[config.mk]
export PLATFORM = sky130hd
export DESIGN_NAME = score_ctrl
export DESIGN_NICKNAME = d
export VERILOG_FILES = /design/src/rtl/score_ctrl_pkg.sv /design/src/rtl/score_ctrl_bcd_inc2.sv /design/src/rtl/score_ctrl.sv
export SDC_FILE = /design/constraint.sdc
export NUM_CORES = 1
export LEC_CHECK = 0
export ABC_AREA = 1
export CAP_MARGIN = 0
export CELL_PAD_IN_SITES_DETAIL_PLACEMENT = 1
export CELL_PAD_IN_SITES_GLOBAL_PLACEMENT = 2
export CORE_MARGIN = 2
export CORE_UTILIZATION = 26
export CTS_CLUSTER_DIAMETER = 120
export CTS_CLUSTER_SIZE = 16
export DETAILED_ROUTE_END_ITERATION = 6
export PLACE_DENSITY = 0.8
export SETUP_SLACK_MARGIN = 0.02
export SYNTH_ARGS = -nofsm -noshare
export SYNTH_HDL_FRONTEND = slang
export SYNTH_HIERARCHICAL = 1
export SYNTH_SLANG_ARGS = --single-unit
[constraint.sdc]
create_clock -name clk -period 2.26 [get_ports clk]
set_input_delay 0.339 -clock clk [delete_from_list [all_inputs] [get_ports clk]]
set_output_delay 0.339 -clock clk [all_outputs]
set_load 0.02 [all_outputs]
[src/rtl/score_ctrl_pkg.sv]
// score_ctrl_pkg: shared state encoding, winner codes and BCD limit for score_ctrl.
// Revision 1.0
`default_nettype none

package score_ctrl_pkg;

  typedef enum logic [1:0] {
    ST_IDLE = 2'd0,
    ST_PLAY = 2'd1,
    ST_OVER = 2'd2
  } state_t;

  localparam logic [1:0] W_NONE = 2'b00;
  localparam logic [1:0] W_A    = 2'b01;
  localparam logic [1:0] W_B    = 2'b10;
  localparam logic [1:0] W_DRAW = 2'b11;

  localparam logic [7:0] BCD_MAX = 8'h99;

endpackage

`default_nettype wire

[src/rtl/score_ctrl_bcd_inc2.sv]
// bcd_inc2: combinational two-digit BCD +1, saturating at 99.
// Revision 1.0
`default_nettype none

module bcd_inc2
  import score_ctrl_pkg::*;
(
  input  logic [7:0] i_val,
  output logic [7:0] o_val
);

  always_comb begin
    o_val = i_val;
    if (i_val == BCD_MAX)
      o_val = BCD_MAX;
    else if (i_val[3:0] == 4'd9)
      o_val = {i_val[7:4] + 4'd1, 4'd0};
    else
      o_val = {i_val[7:4], i_val[3:0] + 4'd1};
  end

endmodule

`default_nettype wire

[src/rtl/score_ctrl.sv]
// score_ctrl: two-player BCD score keeper with frame-aligned commits and digit-cell sequencer.
// Optional macro SCORE_BLINK_EN blinks the winner's digits in OVER.  Revision 1.0
`default_nettype none

module score_ctrl
  import score_ctrl_pkg::*;
#(
  parameter int         H         = 32,
  parameter int         V         = 32,
  parameter int         X_A       = 64,
  parameter int         X_B       = 512,
  parameter int         Y0        = 16,
  parameter logic [7:0] WIN_SCORE = 8'h11
) (
  input  logic       clk,
  input  logic       rst,
  input  logic       point_a,
  input  logic       point_b,
  input  logic       new_game,
  input  logic       frame_start,
  input  logic [9:0] pixX,
  input  logic [9:0] pixY,
  output logic [7:0] score_a,
  output logic [7:0] score_b,
  output logic [3:0] digit_val,
  output logic [9:0] digit_posX,
  output logic [9:0] digit_posY,
  output logic       digit_en,
  output logic       game_over,
  output logic [1:0] winner
);

  localparam logic [9:0] c_XA_T = 10'(X_A);
  localparam logic [9:0] c_XA_O = 10'(X_A + H);
  localparam logic [9:0] c_XA_E = 10'(X_A + 2 * H);
  localparam logic [9:0] c_XB_T = 10'(X_B);
  localparam logic [9:0] c_XB_O = 10'(X_B + H);
  localparam logic [9:0] c_XB_E = 10'(X_B + 2 * H);
  localparam logic [9:0] c_Y_T  = 10'(Y0);
  localparam logic [9:0] c_Y_E  = 10'(Y0 + V);

  state_t     r_state, w_state_nxt;
  logic [7:0] r_score_a, r_score_b, w_score_a_nxt, w_score_b_nxt;
  logic [1:0] r_pend_a, r_pend_b, w_pend_a_nxt, w_pend_b_nxt;
  logic [1:0] r_winner, w_winner_nxt;
  logic [7:0] w_inc_a, w_inc_b, w_post_a, w_post_b;
  logic [1:0] w_pend_a_sat, w_pend_b_sat;
  logic       w_commit_a, w_commit_b;

  bcd_inc2 u_inc_a (.i_val(r_score_a), .o_val(w_inc_a));
  bcd_inc2 u_inc_b (.i_val(r_score_b), .o_val(w_inc_b));

  // A point coinciding with frame_start joins the queue before the commit takes one out.
  assign w_pend_a_sat = (r_pend_a == 2'd3 || !point_a) ? r_pend_a : r_pend_a + 2'd1;
  assign w_pend_b_sat = (r_pend_b == 2'd3 || !point_b) ? r_pend_b : r_pend_b + 2'd1;
  assign w_commit_a   = frame_start && (w_pend_a_sat != 2'd0);
  assign w_commit_b   = frame_start && (w_pend_b_sat != 2'd0);
  assign w_post_a     = w_commit_a ? w_inc_a : r_score_a;
  assign w_post_b     = w_commit_b ? w_inc_b : r_score_b;

  always_comb begin
    w_state_nxt   = r_state;
    w_score_a_nxt = r_score_a;
    w_score_b_nxt = r_score_b;
    w_pend_a_nxt  = r_pend_a;
    w_pend_b_nxt  = r_pend_b;
    w_winner_nxt  = r_winner;
    if (new_game) begin
      w_state_nxt   = ST_PLAY;
      w_score_a_nxt = 8'h00;
      w_score_b_nxt = 8'h00;
      w_pend_a_nxt  = 2'd0;
      w_pend_b_nxt  = 2'd0;
      w_winner_nxt  = W_NONE;
    end else if (r_state == ST_PLAY) begin
      w_pend_a_nxt  = w_commit_a ? w_pend_a_sat - 2'd1 : w_pend_a_sat;
      w_pend_b_nxt  = w_commit_b ? w_pend_b_sat - 2'd1 : w_pend_b_sat;
      w_score_a_nxt = w_post_a;
      w_score_b_nxt = w_post_b;
      if (frame_start && (w_post_a == WIN_SCORE || w_post_b == WIN_SCORE)) begin
        w_state_nxt = ST_OVER;
        if (w_post_a == WIN_SCORE && w_post_b == WIN_SCORE)
          w_winner_nxt = W_DRAW;
        else if (w_post_a == WIN_SCORE)
          w_winner_nxt = W_A;
        else
          w_winner_nxt = W_B;
      end
    end
  end

  always_ff @(posedge clk or posedge rst) begin
    if (rst) begin
      r_state   <= ST_IDLE;
      r_score_a <= 8'h00;
      r_score_b <= 8'h00;
      r_pend_a  <= 2'd0;
      r_pend_b  <= 2'd0;
      r_winner  <= W_NONE;
    end else begin
      r_state   <= w_state_nxt;
      r_score_a <= w_score_a_nxt;
      r_score_b <= w_score_b_nxt;
      r_pend_a  <= w_pend_a_nxt;
      r_pend_b  <= w_pend_b_nxt;
      r_winner  <= w_winner_nxt;
    end
  end

`ifdef SCORE_BLINK_EN
  logic [5:0] r_frame_cnt;
  always_ff @(posedge clk or posedge rst) begin
    if (rst)
      r_frame_cnt <= 6'd0;
    else if (new_game)
      r_frame_cnt <= 6'd0;
    else if (frame_start)
      r_frame_cnt <= r_frame_cnt + 6'd1;
  end
`endif

  logic       w_in_y, w_hit, w_tens, w_owner_a, w_en;
  logic [3:0] w_val;
  logic [9:0] w_posx;

  always_comb begin
    w_in_y    = (pixY >= c_Y_T) && (pixY < c_Y_E);
    w_hit     = 1'b0;
    w_tens    = 1'b0;
    w_owner_a = 1'b0;
    w_val     = 4'd0;
    w_posx    = 10'd0;
    if (w_in_y) begin
      if (pixX >= c_XA_T && pixX < c_XA_O) begin
        w_hit = 1'b1; w_tens = 1'b1; w_owner_a = 1'b1; w_val = r_score_a[7:4]; w_posx = c_XA_T;
      end else if (pixX >= c_XA_O && pixX < c_XA_E) begin
        w_hit = 1'b1; w_owner_a = 1'b1; w_val = r_score_a[3:0]; w_posx = c_XA_O;
      end else if (pixX >= c_XB_T && pixX < c_XB_O) begin
        w_hit = 1'b1; w_tens = 1'b1; w_val = r_score_b[7:4]; w_posx = c_XB_T;
      end else if (pixX >= c_XB_O && pixX < c_XB_E) begin
        w_hit = 1'b1; w_val = r_score_b[3:0]; w_posx = c_XB_O;
      end
    end
    w_en = w_hit && (r_state != ST_IDLE) && !(w_tens && w_val == 4'd0);
`ifdef SCORE_BLINK_EN
    if (r_state == ST_OVER && (w_owner_a ? r_winner[0] : r_winner[1]) && !r_frame_cnt[5])
      w_en = 1'b0;
`endif
  end

  always_ff @(posedge clk or posedge rst) begin
    if (rst) begin
      digit_val  <= 4'd0;
      digit_posX <= 10'd0;
      digit_posY <= 10'd0;
      digit_en   <= 1'b0;
    end else begin
      digit_val  <= w_val;
      digit_posX <= w_posx;
      digit_posY <= w_hit ? c_Y_T : 10'd0;
      digit_en   <= w_en;
    end
  end

  assign score_a   = r_score_a;
  assign score_b   = r_score_b;
  assign winner    = r_winner;
  assign game_over = (r_state == ST_OVER);

endmodule

`default_nettype wire
== Word level (Yosys, flattened, before mapping) ==
Cells that the tools add are included.

* Output and inout bits: 44
* Bits in registers: 44

* $add $sub $neg: 8
* Order comparisons: 10
* Equality and inequality tests: 10
* Multiplexer cells: 46
* Reductions and logical operators: 25

{| class="wikitable"
|+ Operators by type and width
! operator !! count
|-
| 8-bit two-way mux || 10
|-
| 10-bit two-way mux || 5
|-
| 2-bit two-way mux || 16
|-
| 10-bit >= comparator, second input constant || 2
|-
| 10-bit by 7-bit >= comparator with 1-bit output, second input constant || 2
|-
| 10-bit less-than comparator, second input constant || 2
|-
| 4-bit two-way mux || 5
|-
| 4-bit by 1-bit adder with 4-bit output, second input constant || 4
|-
| 8-bit by 5-bit equality test with 1-bit output, second input constant || 2
|-
| 8-bit equality test, second input constant || 2
|-
| 1-bit logical AND || 12
|-
| 10-bit by 5-bit >= comparator with 1-bit output, second input constant || 1
|-
| 10-bit by 6-bit less-than comparator with 1-bit output, second input constant || 1
|-
| 10-bit by 7-bit less-than comparator with 1-bit output, second input constant || 1
|-
| 10-bit by 8-bit less-than comparator with 1-bit output, second input constant || 1
|-
| 2-bit nonzero test || 5
|-
| 1-bit two-way mux || 9
|-
| 4-bit equality test, second input constant || 2
|-
| 2-bit equality test, second input constant || 3
|-
| 5-bit two-way mux || 1
|-
| 2-bit by 1-bit adder with 2-bit output, second input constant || 2
|-
| 4-bit logical NOT || 1
|-
| 2-bit by 1-bit subtractor with 2-bit output, second input constant || 2
|-
| 1-bit logical NOT || 3
|-
| other kinds (3) || 5
|}

== Longest topological paths before layout ==
* Depth after elaboration: 12
* Depth in mapped cells: 17

== Modules after synthesis ==
The synthesis kept the hierarchy.

{| class="wikitable"
|+ By module, submodules not included
! module !! sequential area each (µm²) !! cells an instance !! area each (µm²) !! instances
|-
| score_ctrl || 825.8 || 286 || 2074.5 || 1
|-
| bcd_inc2 || 0.0 || 44 || 236.5 || 2
|}

== Least setup slack after synthesis ==
No wires, ideal clock.

* Path kind: register to register
* Start: register r_pend_b[0]
* End: register r_winner[0], in the netlist winner[0]
* Library setup time: 0.118 ns
* Path slack: 0.202 ns
* Stages on the path, launching flop included: 17
* Arrival time: 1.940 ns
* Period minus slack after synthesis: 2.058 ns
* Required time: 2.142 ns
* Buffers on the path: 0
* Cells stage by stage: dfrtp_1 -> ha_1 -> inv_1 -> nand2_1 -> o21ai_0 -> ha_1 -> inv_1 -> nand2_2 -> nand2_1 -> nand2_1 -> nand2_1 -> nor2_1 -> nand2_1 -> nand2_1 -> nand2_2 -> nand3_1 -> nand2_1

* Longest elaborated chain between the ends: 12
* Elaborated cells between the ends (all ways): 17
* Those cells by class: add/sub (1); eq/ne (2); mux (6); reduce/logical (8)

{| class="wikitable"
|+ Ends and longest elaborated chain
! item !! RTL line !! text
|-
| start, declared || score_ctrl.sv:44 || <nowiki>logic [1:0] r_pend_a, r_pend_b, w_pend_a_nxt, w_pend_b_nxt;</nowiki>
|-
| start signal, assigned || score_ctrl.sv:105 || <nowiki>r_pend_b <= w_pend_b_nxt;</nowiki>
|-
| parallel branches: the longest is 2 deep, another holds 2-bit by 1-bit adder with 2-bit output || -- ||
|-
| 2-bit two-way mux (*) || score_ctrl.sv:55 || <nowiki>assign w_pend_b_sat = (r_pend_b == 2'd3 || !point_b) ? r_pend_b : r_pend_b + 2'd1;</nowiki>
|-
| 2-bit nonzero test (*) || score_ctrl.sv:57 || <nowiki>assign w_commit_b = frame_start && (w_pend_b_sat != 2'd0);</nowiki>
|-
| 1-bit logical AND (*) || score_ctrl.sv:57 ||
|-
| 8-bit two-way mux (*) || score_ctrl.sv:59 || <nowiki>assign w_post_b = w_commit_b ? w_inc_b : r_score_b;</nowiki>
|-
| 8-bit by 5-bit equality test with 1-bit output (*) || score_ctrl.sv:80, score_ctrl.sv:82 ||
|-
| 1-bit logical AND || score_ctrl.sv:82 || <nowiki>if (w_post_a == WIN_SCORE && w_post_b == WIN_SCORE)</nowiki>
|-
| 2-bit two-way mux || score_ctrl.sv:82 ||
|-
| 2-bit two-way mux || score_ctrl.sv:80 || <nowiki>if (frame_start && (w_post_a == WIN_SCORE || w_post_b == WIN_SCORE)) begin</nowiki>
|-
| 2-bit two-way mux || score_ctrl.sv:75 || <nowiki>end else if (r_state == ST_PLAY) begin</nowiki>
|-
| 2-bit two-way mux || score_ctrl.sv:68 || <nowiki>if (new_game) begin</nowiki>
|-
| end signal, assigned || score_ctrl.sv:106 || <nowiki>r_winner <= w_winner_nxt;</nowiki>
|-
| end, declared || score_ctrl.sv:45 || <nowiki>logic [1:0] r_winner, w_winner_nxt;</nowiki>
|}

Every way passes the cells marked *. The select of a mux whose other input is x is not followed.
A chain may end at the register's enable or synchronous reset.

== Worst setup path after layout ==
* Start: register r_pend_b[0]
* End: register r_state[0]

* Longest elaborated chain between the ends: 11
* Elaborated cells between the ends (all ways): 12
* Those cells by class: add/sub (1); eq/ne (2); mux (2); reduce/logical (7)

{| class="wikitable"
|+ Ends and longest elaborated chain
! item !! RTL line !! text
|-
| parallel branches: the longest is 2 deep, another holds 2-bit by 1-bit adder with 2-bit output || -- ||
|-
| 2-bit two-way mux (*) || score_ctrl.sv:55 ||
|-
| 2-bit nonzero test (*) || score_ctrl.sv:57 ||
|-
| 1-bit logical AND (*) || score_ctrl.sv:57 ||
|-
| 8-bit two-way mux (*) || score_ctrl.sv:59 ||
|-
| 8-bit by 5-bit equality test with 1-bit output (*) || score_ctrl.sv:80 ||
|-
| 1-bit logical OR (*) || score_ctrl.sv:80 ||
|-
| 1-bit logical AND (*) || score_ctrl.sv:80 ||
|-
| 2-bit nonzero test (no line) (*) || -- ||
|-
| 2-bit AND reduction (no line) (*) || -- ||
|-
| end signal, assigned || score_ctrl.sv:101 || <nowiki>r_state <= w_state_nxt;</nowiki>
|-
| end, declared || score_ctrl.sv:42 || <nowiki>state_t r_state, w_state_nxt;</nowiki>
|}

Every way passes the cells marked *.

==> flow_results.org <==
** Floorplan
- Floorplan row count :: 36
- From bottom edge to top edge, the die measures 103.0 um.
- The core region is around 0.0096 mm^2.
- Area of the die :: between 0.01 and 0.015 mm^2
- Initial Utilization :: 26.43%
- Width of the chip :: 103.0 um
- For this design the top-level I/O count stands at 70.

** CTS
- Total clock buffers created by CTS :: 5
- Buffer type at the clock tree root :: clkbuf_8
- Clock Latency Late Sink :: 0.29 ns
- TritonCTS built the clock tree.
- Num Clock Sinks :: 33
- CTS clk-pin slew, worst paths :: ~0.080 ns
- In this run the deepest clock path goes through 2 buffers.
- CTS H-tree lvls :: 2
- Total of hold buffers inserted after clock tree synthesis :: 0

** Power and ir drop
- Summed over all cells, the static leakage comes to about 1.8 nW.
- Cell Pwr Density :: around 940 mW/mm^2
- Summing internal, switching and leakage power gives ~3.4 mW.
- Max IR drop VDD :: 0.3494 mV

** Global routing
- Total overflow reported by the global router :: 0
- The number of global-route vias before repair is 2682.
- Overall Global Routing Usage :: 15.57%
- The first global-routing pass estimated 12900 um of wire.
- The initial antenna violation count came to 0.
- Maximum number of pins on one net before global-route repair :: 34

** Routing
- Number of nets still failing antenna checks after routing :: 0
- Met2 WL post-DR :: 3957 um
- Summing over every cut layer, the via total after detailed routing is 2689.
- The highest metal layer carrying signal wires in the routed design is met4.
- In the detailed route, the total length drawn on met3 is around 290 um.
- After detailed routing, the number of vias per cell comes to 4.437.
- After the first detailed-routing iteration, the DRC count stood at 67.
- Routed wirelength normalized by instance count :: around 13 um
- For this run, design rule violations remaining after detail routing come to 0.
- First-pass detailed-route iteration total :: 4
- Wires add up to 8100 um.
- In the final routing, the length of wire on met1 measures 3730 um.

** Synthesis
- Post-synthesis instance area :: ~0.0025 mm^2
- In the synthesized netlist, the number of instances is 374.
- Post-synthesis cell type with the largest combined area :: dfrtp_1
- Number of unique standard cell types used by synthesis :: 28
- The commonest cells after synthesis are nand2_1, inv_1, dfrtp_1, nand3_1, nor2_1.
- Average cell area after synthesis :: 6.811 um^2
- After synthesis, flip-flops and latches occupy 32.42% of the total area.
- Register bit total from synthesis :: 33
- Dominant cells by area after synthesis :: dfrtp_1, nand2_1, inv_1, nand3_1, ha_1
- The synthesized design devotes to its leading area cell type 32.42% of total area.
- Count of yosys warnings during synthesis :: 6
- Count of flip-flops with a built-in enable after synthesis :: 0
- In the synthesized netlist the dominant register cell turns out to be dfrtp_1.
- Yosys instantiated no cell more often than nand2_1.
- Async set or reset register ratio after synthesis :: 100.0%

** Min path
- The tightest min-delay check is of the input port to async pin type.

** Timing
- Final Setup Violations :: 0
- Clock skew on the completed layout was measured at 0.01086 ns.
- Setup TNS Final :: 0 ns
- The final number of max-transition violations came to 0.
- Maximum clock frequency :: between 400 and 500 MHz
- Number of hold-slack violations in the final timing report :: 0
- Setup repair after global routing missed its margin :: true
- Ratio of final minimum period to clock period :: around 96%
- Counting I/O delays and the setup requirement, the final critical path takes 2.178 ns.
- Post-Route Hold Slack :: roughly 0.45 ns

** Final layout
- The area growth from synthesis to layout is 43.96%.
- The finished cells cover 0.003667 mm^2.
- For this run, the share of the core covered by cells in the final layout is 38.05%.
- Of the cells placed in the final design, the portion with a size suffix greater than 1 is around a fifth.
- Number of inserted diodes :: 0
- Final layout net count :: 510

** Setup path
- WP data arrival :: roughly 2.4 ns
- By instance count, the cell type seen most on the critical path is nand2_1.
- Setup CP Type :: flip-flop to flip-flop
- Startpoint type of the worst setup path :: flip-flop
- Top fanout value on the critical path :: 4
- Kind of capture point of the worst setup path :: flip-flop
- Slowest cell on the critical path :: dfrtp_1
- Slowest cell delay on critical path :: 0.40 ns
- Worst Path Required :: 2.43 ns
- Cells along the critical path :: ha_1 > inv_1 > nand2_2 > xor2_2 > ha_2 > buf_4 > nor2_4 > nand2_1 > nand2_1 > nand2_1 > nor2_1 > nand2_1 > nand2_1 > nand2_2 > nand2_1 > nand2_1

** Place
- Placed cell areas :: approximately 0.0034 mm^2
- Routability Congestion :: 0.8269
- IO Port Bufs :: 44
- Summed over all nets, the half-perimeter wirelength after detailed placement is 6274 um.

** Run
- Max-cap violations in this run came to 0.

** Outcome
- Outcome :: finished clean
cell usage in the layout (no fill, tap or decap), types with 7 or more instances in the layout:
cell type,netlist,final
o21ai_0,18,16
nand2_2,8,11
a21oi_1,7,7
clkdlybuf4s50_1,0,44
inv_1,56,54
nand3_1,33,31
nor2_1,33,33
buf_4,16,52
nand3b_1,7,7
dfrtp_1,33,33
nand2_1,103,97
conb_1,1,16
nand4_1,9,9
ha_1,12,9
o22ai_1,12,12
worst max-delay path: cells and delay by family (launching register included):
kind,cells,cell delay (ns)
AND/OR/NAND/NOR,11,0.90
flip-flops,1,0.40
adder cells (fa/ha/maj),2,0.40
buffers and inverters,2,0.20
XOR/XNOR,1,0.16
logic make-up (layout without fill, tap and decap cells):
group | count (synthesis) | in the layout | synth area share, %
AO/OA/AOI/OAI | 40 | 40 | 8.841
buffers and inverters | 79 | 163 | 14.44
AND/OR/NAND/NOR | 204 | 204 | 36.54
other | 1 | 16 | 0.1472
adder cells (fa/ha/maj) | 12 | 12 | 5.894
flip-flops | 33 | 33 | 32.42
XOR/XNOR | 5 | 5 | 1.719
metrics by stage:
step | instances | setup WS [ns]
after floorplan | 389 | 0.2022
after global placement | 593 | -0.1252
after detailed placement | 593 | -0.2068
after CTS | 602 | 0.02140
after global routing | 606 | -0.1064
final | 606 | 0.08189
final cells by class:
class,instances,area [um^2]
well taps,133,166.4
fillers,1235,5972
multi-input cells,277,1481
clock inverters,3,65.06
repair buffers,97,842.1
inverters,58,217.7
clock buffers,5,68.82
flip-flops and latches,33,825.8
per-layer routing:
metal | vias up | track usage (%)
li1 | 1355 | -
met3 | 8 | 2.305
met5 | - | 0
met1 | 1270 | 19.98
met2 | 56 | 27.42
met4 | 0 | 3.846
where the power goes:
part / leakage (nW) / total, mW / internal (mW) / switching [mW]
clock network: 0.0681 / 0.674 / 0.438 / 0.235
registers: 0.442 / 0.817 / 0.694 / 0.124
logic: 1.30 / 1.95 / 0.932 / 1.02
total: 1.81 / 3.44 / 2.06 / 1.38
worst paths after layout:
path                            slack, ns                    start  depth (start not counted)                endpoint
worst max-delay path                 0.08  r_pend_b[0]$_DFFE_PP0P_                         16  r_state[0]$_DFFE_PP0P_
worst min-delay path                 0.45                      rst                          3  digit_val[3]$_DFF_PP0_
worst max register to register       0.08  r_pend_b[0]$_DFFE_PP0P_                         16  r_state[0]$_DFFE_PP0P_
worst min register to register       0.55    winner[1]$_DFFE_PP0P_                          2   winner[1]$_DFFE_PP0P_
max in group asynchronous            1.48                      rst                          3  score_b[3]$_DFFE_PP0P_
min in group clk                     0.55    winner[1]$_DFFE_PP0P_                          2   winner[1]$_DFFE_PP0P_
flip-flops by register name, indices dropped and copies added, names as in the netlist:
name,flops
digit_posX,3
score_a,8
score_b,8
winner,2
r_state,2
r_pend_a,2
digit_en,1
digit_val,4
r_pend_b,2
digit_posY,1
timing repair:
action,in CTS,in global routing
hold endpoints to repair,0,0
pin swaps,1,14
endpoints found under the setup margin,4,4
setup buffers,1,4
gates resized for setup,2,21
No activity file was read; power rests on OpenSTA's default activity.
